**src/rtl/amm_arb_pkg.sv**
```systemverilog
// Shared types and constants for the Avalon-MM bus arbiters.
package amm_arb_pkg;

  typedef enum logic [1:0] {
    IDLE,
    CMD,
    ACK,
    RDWAIT
  } state_t;

  localparam logic [31:0] DEAD_DATA = 32'hDEAD_BEEF;
  localparam int unsigned MAX_REQ   = 8;

endpackage

```
**src/rtl/amm_rr_arbiter_rr_pick.sv**
```systemverilog
// Round-robin picker: first pending index searching upward from last+1, wrapping.
module rr_pick #(
  parameter int unsigned N_REQ = 2
) (
  input  logic [N_REQ-1:0]         i_pending,
  input  logic [$clog2(N_REQ)-1:0] i_last,
  output logic                     o_valid,
  output logic [$clog2(N_REQ)-1:0] o_idx
);

  localparam int unsigned IW = $clog2(N_REQ);

  always_comb begin
    int unsigned      j;
    logic [IW-1:0]    w_j;
    o_valid = 1'b0;
    o_idx   = '0;
    j       = 0;
    w_j     = '0;
    for (int unsigned k = 1; k <= N_REQ; k++) begin
      j   = (32'(i_last) + k) % N_REQ;
      w_j = IW'(j);
      if (!o_valid && i_pending[w_j]) begin
        o_valid = 1'b1;
        o_idx   = w_j;
      end
    end
  end

endmodule

```
**src/rtl/amm_rr_arbiter.sv**
```systemverilog
// Round-robin arbiter sharing one Avalon-MM slave among N_REQ requesters,
// one transaction at a time, with a per-transaction timeout.
module amm_rr_arbiter
  import amm_arb_pkg::*;
#(
  parameter int unsigned N_REQ          = 2,
  parameter int unsigned ADDR_WIDTH     = 2,
  parameter int unsigned TIMEOUT_CYCLES = 64
) (
  input  logic                                clk,
  input  logic                                reset_n,
  input  logic [N_REQ-1:0][ADDR_WIDTH-1:0]    rq_address,
  input  logic [N_REQ-1:0]                    rq_read,
  input  logic [N_REQ-1:0]                    rq_write,
  input  logic [N_REQ-1:0][31:0]              rq_writedata,
  output logic [N_REQ-1:0]                    rq_waitrequest,
  output logic [31:0]                         rq_readdata,
  output logic [N_REQ-1:0]                    rq_readdatavalid,
  output logic [ADDR_WIDTH-1:0]               avm_address,
  output logic                                avm_read,
  output logic                                avm_write,
  output logic [31:0]                         avm_writedata,
  input  logic                                avm_waitrequest,
  input  logic [31:0]                         avm_readdata,
  input  logic                                avm_readdatavalid,
  output logic                                err_timeout,
  output logic [$clog2(N_REQ)-1:0]            err_id
);

  localparam int unsigned    IW      = $clog2(N_REQ);
  localparam int unsigned    CW      = $clog2(TIMEOUT_CYCLES + 2);
  // Fires on the TIMEOUT_CYCLES-th cycle after CMD entry so the abort is visible exactly TIMEOUT_CYCLES later.
  localparam logic [CW-1:0]  TO_LAST = CW'(TIMEOUT_CYCLES - 1);

  state_t                r_state, w_state;
  logic [IW-1:0]         r_last, w_last, r_gnt, w_gnt;
  logic                  r_is_rd, w_is_rd, r_abort, w_abort;
  logic [CW-1:0]         r_cnt, w_cnt;
  logic [ADDR_WIDTH-1:0] r_addr, w_addr;
  logic [31:0]           r_wdata, w_wdata, r_rdata, w_rdata;
  logic                  r_avm_rd, w_avm_rd, r_avm_wr, w_avm_wr;
  logic [N_REQ-1:0]      r_wait, w_wait, r_rvalid, w_rvalid;
  logic                  r_err, w_err;
  logic [IW-1:0]         r_err_id, w_err_id;
  logic [N_REQ-1:0]      w_pending;
  logic                  w_pick_vld, w_timeout;
  logic [IW-1:0]         w_pick;

  assign w_pending = rq_read | rq_write;
  assign w_timeout = (r_cnt >= TO_LAST);

  rr_pick #(.N_REQ(N_REQ)) u_pick (
    .i_pending (w_pending),
    .i_last    (r_last),
    .o_valid   (w_pick_vld),
    .o_idx     (w_pick)
  );

  always_comb begin
    w_state  = r_state;
    w_last   = r_last;
    w_gnt    = r_gnt;
    w_is_rd  = r_is_rd;
    w_abort  = r_abort;
    w_cnt    = (r_state == IDLE) ? r_cnt : r_cnt + 1'b1;
    w_addr   = r_addr;
    w_wdata  = r_wdata;
    w_avm_rd = r_avm_rd;
    w_avm_wr = r_avm_wr;
    w_wait   = '1;
    w_rvalid = '0;
    w_rdata  = r_rdata;
    w_err    = 1'b0;
    w_err_id = r_err_id;
    unique case (r_state)
      IDLE: begin
        // No grant while a read response is still pulsing: the next decision lands at v+2.
        if (w_pick_vld && !(|r_rvalid)) begin
          w_gnt    = w_pick;
          w_last   = w_pick;
          w_is_rd  = rq_read[w_pick];
          w_addr   = rq_address[w_pick];
          w_wdata  = rq_writedata[w_pick];
          w_avm_rd = rq_read[w_pick];
          w_avm_wr = !rq_read[w_pick];
          w_abort  = 1'b0;
          w_cnt    = '0;
          w_state  = CMD;
        end
      end
      CMD: begin
        if (!avm_waitrequest || w_timeout) begin
          w_avm_rd      = 1'b0;
          w_avm_wr      = 1'b0;
          w_wait[r_gnt] = 1'b0;
          w_state       = ACK;
          if (avm_waitrequest) begin
            w_abort  = 1'b1;
            w_err    = 1'b1;
            w_err_id = r_gnt;
          end
        end
      end
      ACK: begin
        if (!r_is_rd || r_abort) begin
          w_state = IDLE;
        end else if (avm_readdatavalid) begin
          w_rdata         = avm_readdata;
          w_rvalid[r_gnt] = 1'b1;
          w_state         = IDLE;
        end else begin
          w_state = RDWAIT;
        end
      end
      RDWAIT: begin
        if (avm_readdatavalid) begin
          w_rdata         = avm_readdata;
          w_rvalid[r_gnt] = 1'b1;
          w_state         = IDLE;
        end else if (w_timeout) begin
          w_rdata         = DEAD_DATA;
          w_rvalid[r_gnt] = 1'b1;
          w_err           = 1'b1;
          w_err_id        = r_gnt;
          w_state         = IDLE;
        end
      end
      default: w_state = IDLE;
    endcase
  end

  always_ff @(posedge clk or negedge reset_n) begin
    if (!reset_n) begin
      r_state  <= IDLE;
      r_last   <= IW'(N_REQ - 1);
      r_gnt    <= '0;
      r_is_rd  <= 1'b0;
      r_abort  <= 1'b0;
      r_cnt    <= '0;
      r_addr   <= '0;
      r_wdata  <= '0;
      r_avm_rd <= 1'b0;
      r_avm_wr <= 1'b0;
      r_wait   <= '1;
      r_rvalid <= '0;
      r_rdata  <= '0;
      r_err    <= 1'b0;
      r_err_id <= '0;
    end else begin
      r_state  <= w_state;
      r_last   <= w_last;
      r_gnt    <= w_gnt;
      r_is_rd  <= w_is_rd;
      r_abort  <= w_abort;
      r_cnt    <= w_cnt;
      r_addr   <= w_addr;
      r_wdata  <= w_wdata;
      r_avm_rd <= w_avm_rd;
      r_avm_wr <= w_avm_wr;
      r_wait   <= w_wait;
      r_rvalid <= w_rvalid;
      r_rdata  <= w_rdata;
      r_err    <= w_err;
      r_err_id <= w_err_id;
    end
  end

  assign rq_waitrequest   = r_wait;
  assign rq_readdata      = r_rdata;
  assign rq_readdatavalid = r_rvalid;
  assign avm_address      = r_addr;
  assign avm_read         = r_avm_rd;
  assign avm_write        = r_avm_wr;
  assign avm_writedata    = r_wdata;
  assign err_timeout      = r_err;
  assign err_id           = r_err_id;

endmodule

```
**config.mk**
```make
export PLATFORM = sky130hd
export DESIGN_NAME = amm_rr_arbiter
export DESIGN_NICKNAME = d
export VERILOG_FILES = /design/src/rtl/amm_arb_pkg.sv /design/src/rtl/amm_rr_arbiter_rr_pick.sv /design/src/rtl/amm_rr_arbiter.sv
export SDC_FILE = /design/constraint.sdc
export NUM_CORES = 1
export LEC_CHECK = 0
export ABC_AREA = 1
export BUFFER_PORTS_ARGS = -buffer_cell sky130_fd_sc_hd__buf_2
export CAP_MARGIN = 20
export CORE_MARGIN = 4
export CORE_UTILIZATION = 50
export DETAILED_ROUTE_END_ITERATION = 6
export PLACE_DENSITY = 0.83
export SETUP_SLACK_MARGIN = 0.15
export SYNTH_ARGS = -nofsm -noshare
export SYNTH_HDL_FRONTEND = slang
export SYNTH_SLANG_ARGS = --single-unit
```
**constraint.sdc**
```tcl
create_clock -name clk -period 2.82 [get_ports clk]
set_input_delay 0.141 -clock clk [delete_from_list [all_inputs] [get_ports clk]]
set_output_delay 0.141 -clock clk [all_outputs]
set_load 0.03 [all_outputs]
```
==> out/metrics.yaml, run 1 <==
outcome: "finished, final reports clean"
max_stage_delay_ns: 0.44
grt_max_degree: 88
grtUsageTotal: 0.223
worst_hold_path.num_cells: 3
syn_nets: 553
fp-row-count: 32
grt_use_met1: 0.283
synth_compound_area_frac: 0.129
cts_inserted_buffers: 9
yosysTopAreaCell: "dfrtp_1"
seq_area_frac_synth: 0.554
ir_worst_vdd_v: 0.000866
muxShareOfSynthArea: 0
via_per_inst: 5.18
num_antenna_cells: 0
grt-ovfl-total: 0
ys_warn_count: 0
portBuffers: 181
power.leakage_nw: 2.64
p_per_area_mw_per_mm2: 1260
use_met2: 0.363
r2r-end: "avm_writedata[20]$_DFFE_PN0P_"
slew_headroom: 0.575
most-common-layout-cells: "180 x buf_2, 102 x nand2_1, 86 x nand3_1, 84 x dfrtp_1, 42 x nor2_1"
worst_slack_ns: 0.857
rr_worst_depth: 6
grt_first_pass_wirelength_mm: 17.5
dp.cells: 707
skew_ns: 0.0158
die_w_um: 96.8
min_to: "rq_readdata[20]$_DFFE_PN0P_"
rsz0062_at_grt: "false"
use_met3: 0.0678
crit_arrival_ns: 2.20
die_area_mm2: 0.00936
clk_pin_slew_ns: 0.08
yosysTopAreaCellShare: 0.534
tightest_slew_ns: 0.636
synthAdderAreaFrac: 0.00318
drt_iter0_drc: 153
clock.fmax_ghz: 0.509
syn_inst: 444
critPathCaptureType: "register"
slowest_stage: "nor2_4"
root_buffer: "clkbuf_8"
io_pins: 182
die_y_um: 96.8
nFillCells: 655
cts.htree.levels: 3
hold_viol: 0
routabilityCongestion: 0.882
worstPathRequired_ns: 3.05
layout.nets: 727
finalMaxSlewViolations: 0
wl_mm: 10.2
synth-simple-area-share: 0.259
cts_tree: "yes"
crit_chain: "nor2_1 -> inv_2 -> nor2_4 -> buf_12 -> nand3_1 -> o21a_1"
ctsHoldBuffers: 0
layout_commonest_cell: "buf_2"
rr_startpoint: "r_state[0]$_DFFE_PN0P_"
ys_seq_elements: 87
synth_area_mm2: 0.00394
postLayoutCoreUtil: 0.667
cts.sinks: 87
grt_antenna_before_repair: 0
hpwlAfterDp_mm: 7.54
first_pass_iters: 4
setup_violations: 0
insertion_delay_ns: 0.35
r2r_setup_slack_ns: 0.86
finalCritPeriodShare: 0.696
vias: 3759
clk_path_buf_depth: 2
grt_busiest_layer: "met2"
post_drt_wl_per_cell_um: 14.1
criticalPathCategory: "register to register"
synth_top_family_by_area: "simple AND/OR/NAND/NOR gates"
start_util: 0.513
cts_resized: 0
path_max_fanout: 55
core_mm2: 0.00769
min_from: "avm_readdata[20]"
start_kind: "register"
pre_cts_ws_ns: 0.890
ys_types: 26
drv_cap: 0
drcViolationCount: 0
synth_enable_flop_cells: 0
setup-tns-final_ns: 0
yosys.area_share.xor_xnor: 0.00222
syn_area_per_cell_um2: 8.87
async_flop_share: 1.00
final_cell_count_no_fill: 725
synthToLayoutAreaGrowth_pct: 30.2
drive_gt1_frac: 0.350
ys.flop_type: "dfrtp_1"
cts_setup_buffers: 0
final_antenna_net_count: 0
grt_pass1_vias: 3781
hp-class: "input pin to register"
synth_top_cells_by_area: "dfrtp_1 53%, nand3_1 11%, nand2_1 9.7%, o21a_1 6.5%, nor2_1 4.0%"
finalPower_w: 0.00645
period_needed_ns: 1.96
[worst max-delay path by stage]
stage / slack [ns] / startpoint / end / depth (start not counted)
after floorplan: 1.41 / r_cnt[0]$_DFF_PN0_ / rq_readdata[13]$_DFFE_PN0P_ / 10
after global placement: 0.97 / r_state[0]$_DFFE_PN0P_ / avm_writedata[15]$_DFFE_PN0P_ / 6
after detailed placement: 0.89 / r_state[0]$_DFFE_PN0P_ / avm_address[0]$_DFFE_PN0P_ / 6
after CTS: 0.89 / r_cnt[0]$_DFF_PN0_ / rq_readdata[30]$_DFFE_PN0P_ / 9
after global routing: 0.64 / r_state[0]$_DFFE_PN0P_ / avm_writedata[20]$_DFFE_PN0P_ / 6
final: 0.86 / r_state[0]$_DFFE_PN0P_ / avm_writedata[20]$_DFFE_PN0P_ / 6
[Yosys cell counts, types with 2 or more instances]
| master | count |
|---|---|
| nand2_1 | 102 |
| nand3_1 | 86 |
| dfrtp_1 | 84 |
| nor2_1 | 42 |
| o21a_1 | 34 |
| o21ai_0 | 23 |
| inv_1 | 13 |
| buf_2 | 9 |
| clkbuf_1 | 9 |
| o21ai_1 | 6 |
| a21oi_1 | 5 |
| o21ai_2 | 5 |
| buf_6 | 4 |
| inv_2 | 4 |
| buf_4 | 3 |
| dfstp_2 | 3 |
| nor2_4 | 2 |
| nor3_1 | 2 |
[state kept, by name, indices dropped and copies added (netlist names)]
register / flops
err_id: 1
avm_read: 1
rq_readdatavalid: 2
rq_waitrequest: 2
rq_readdata: 32
avm_address: 2
err_timeout: 1
r_is_rd: 1
r_gnt: 1
r_last: 1
r_state: 2
r_cnt: 7
avm_writedata: 32
r_abort: 1
avm_write: 1
[cell families after synthesis]
kind of cell,count (synthesis)
flops,87
xor+xnor,1
buf+inv,42
compound gates,77
simple gates,236
fa+ha+maj,1
[critical path: cells and delay by family, from the launching register on]
kind | cells | cell delay [ns]
AOI/OAI and AO/OA | 1 | 0.12
buffers and inverters | 2 | 0.43
DFF | 1 | 0.43
and+or+nand+nor | 3 | 0.86
[layer usage]
| metal | share of wire | routed length, um | up-vias |
|---|---|---|---|
| li1 | - | - | 1826 |
| met5 | 0 | 0 | - |
| met2 | 0.47 | 4830 | 180 |
| met3 | 0.090 | 921 | 22 |
| met1 | 0.42 | 4240 | 1731 |
| met4 | 0.021 | 214 | 0 |
[stage by stage]
| stage | hold WS (ns) | cell area (um2) |
|---|---|---|
| final | 0.0325 | 5130 |
| after global routing | 0.0322 | 5130 |
| after CTS | 0.0136 | 5090 |
| after detailed placement | 0.376 | 4890 |
| after global placement | 0.380 | 4890 |
| after floorplan | -0.155 | 3940 |
[where the power goes]
| group | switching (W) | internal [W] |
|---|---|---|
| clock | 0.000424 | 0.000438 |
| combinational | 0.00233 | 0.00110 |
| sequential | 0.000313 | 0.00185 |
| total | 0.00307 | 0.00339 |
[cell type report]
class                           count  area [um2]  area share
Clock inverter                      4        55.1      0.0107
Clock buffer                       12         145      0.0283
Sequential cell                    87        2180       0.425
Timing Repair Buffer              188        1010       0.197
Multi-Input combinational cell    315        1550       0.302
Inverter                           17        63.8      0.0124
Tap cell                          102         128      0.0249
(Power assumes the default switching activity.)
==> inputs of run 2 (changes only) <==
CORE_UTILIZATION = 42   (was 50)
PLACE_DENSITY = 0.74   (was 0.83)
clock period = 1.8 ns   (was 2.82 ns; I/O delays follow)
==> run 2 against run 1 <==
Against the previous run: core utilization shrank 7.3 points; worst hold slack worse by 0.017 ns; setup slack worse by 0.62 ns; final cell count increased by 5.5%; die area rose by 17%; sequential share of layout area down 2.6 points; clock skew fell by 0.0032 ns; total power rose by 63%; first-iteration DRC count increased by 11%; critical path depth up 3; critical endpoint is now rq_readdata[6]$_DFFE_PN0P_; largest cell class unchanged.
==> out/metrics.yaml, run 2 (synthesis results as in run 1) <==
cts.htree.levels: 3
crit_family: "simple AND/OR/NAND/NOR gates"
tightest_slew_ns: 0.385
grt_max_degree: 48
root_buffer: "clkbuf_8"
insertion_delay_ns: 0.36
layout.nets: 758
routabilityCongestion: 0.815
num_antenna_cells: 0
hpwlAfterDp_mm: 7.88
die_w_um: 105
most-common-layout-cells: "180 x buf_2, 102 x nand2_1, 86 x nand3_1, 84 x dfrtp_1, 42 x nor2_1"
final_cell_count_no_fill: 765
slowest_stage: "dfrtp_1"
crit_top_cell: "nand2_1"
core_mm2: 0.00920
outcome: "finished, final reports clean"
min_from: "avm_readdata[10]"
path_max_fanout: 21
start_util: 0.428
worst-path-buf-inv: 1
criticalPathCategory: "register to register"
cts_tree: "yes"
io_pins: 182
setup-tns-final_ns: 0
grt_antenna_before_repair: 0
finalMaxSlewViolations: 0
postLayoutCoreUtil: 0.595
start_kind: "register"
grt_first_pass_wirelength_mm: 17.7
worstPathRequired_ns: 2.08
final_antenna_net_count: 0
synthToLayoutAreaGrowth_pct: 38.8
cts.sinks: 87
cp-startpoint: "r_cnt[0]$_DFF_PN0_"
wl_mm: 11.1
hold_viol: 0
die_y_um: 105
crit_arrival_ns: 1.85
setup_violations: 0
p_per_area_mw_per_mm2: 1920
skew_ns: 0.0126
grt-ovfl-total: 0
dp.cells: 724
ir_worst_vdd_v: 0.000968
fp-row-count: 35
rr_startpoint: "r_cnt[0]$_DFF_PN0_"
clk_pin_slew_ns: 0.10
layout_commonest_cell: "buf_2"
hp-class: "input pin to register"
grt_pass1_vias: 3716
clk_path_buf_depth: 2
drt_iter0_drc: 170
drive_gt1_frac: 0.356
rsz0062_at_grt: "true"
drv_cap: 0
vias: 3886
crit_chain: "ha_1 -> nand2_1 -> nand2_1 -> nand2_1 -> nand3_4 -> nand2_4 -> clkbuf_16 -> nand2_1 -> o21ai_0"
period_needed_ns: 1.57
first_pass_iters: 4
drcViolationCount: 0
max_stage_delay_ns: 0.42
power.leakage_nw: 2.80
grtUsageTotal: 0.196
clock.fmax_ghz: 0.639
finalCritPeriodShare: 0.870
portBuffers: 181
post_drt_wl_per_cell_um: 14.5
die_area_mm2: 0.0110
critPathCaptureType: "register"
cts_inserted_buffers: 9
via_per_inst: 5.08
slew_headroom: 0.743
-- run 2: cell count changes in the layout (fill, tap and decap cells not counted), moves of 2 or more --
cell / change
buf_12: +2
buf_4: +9
clkbuf_1: -2
dlygate4sd3_1: +18
inv_8: +3
clkbuf_16: +2
-- run 2: metrics by stage --
stage	power, W	hold slack, ns	worst slack [ns]	cell area (um2)
after floorplan	0.00733	-0.206	0.389	3940
after global placement	0.00881	-0.00208	0.254	4990
after detailed placement	0.00897	0.00642	0.188	4990
after CTS	0.0104	0.000931	0.161	5380
after global routing	0.0113	-0.0106	0.0972	5470
final	0.0105	0.0150	0.234	5470
-- run 2: final timing paths --
| path | end | slack (ns) | cells past startpoint |
|---|---|---|---|
| setup / recovery | rq_readdata[6]$_DFFE_PN0P_ | 0.23 | 9 |
| hold / removal | rq_readdata[10]$_DFFE_PN0P_ | 0.02 | 3 |
| setup reg to reg | rq_readdata[6]$_DFFE_PN0P_ | 0.23 | 9 |
| hold reg to reg | rq_readdata[14]$_DFFE_PN0P_ | 0.48 | 2 |
| max in group asynchronous | avm_writedata[23]$_DFFE_PN0P_ | 1.06 | 3 |
| min in group asynchronous | err_timeout$_DFF_PN0_ | 0.17 | 2 |
-- run 2: tightest hold or removal path, stage by stage --
cell and delay [ns]:
buf_2 0.08, nor2_1 0.03, o21ai_0 0.14
-- run 2: repair_timing --
action,CTS,global route
hold buffers,19,0
gates resized for setup,0,2
setup endpoints to repair,0,31
buffers inserted,0,3
hold endpoints to repair,105,0
-- run 2: power breakdown --
part / internal, W / total, W / switching (W)
Sequential: 0.00289 / 0.00341 / 0.000512
Clock: 0.000547 / 0.00134 / 0.000791
Combinational: 0.00202 / 0.00578 / 0.00376
Total: 0.00546 / 0.0105 / 0.00506
-- run 2: cell type report --
cell class	instances	area (um2)
clock buffer	9	124
clock inverter	7	75.1
fill	791	3730
inverter	17	63.8
multi-input combinational	316	1570
sequential	87	2180
tap	111	139
timing repair buffer	218	1320
-- run 2: routing by layer --
layer | up-vias | global-route usage | share of wire | routed length, um
li1 | 1887 | - | - | -
met1 | 1801 | 0.253 | 0.43 | 4760
met2 | 185 | 0.324 | 0.48 | 5290
met3 | 13 | 0.0439 | 0.081 | 904
met4 | 0 | 0.0703 | 0.014 | 157
met5 | - | 0 | 0 | 0
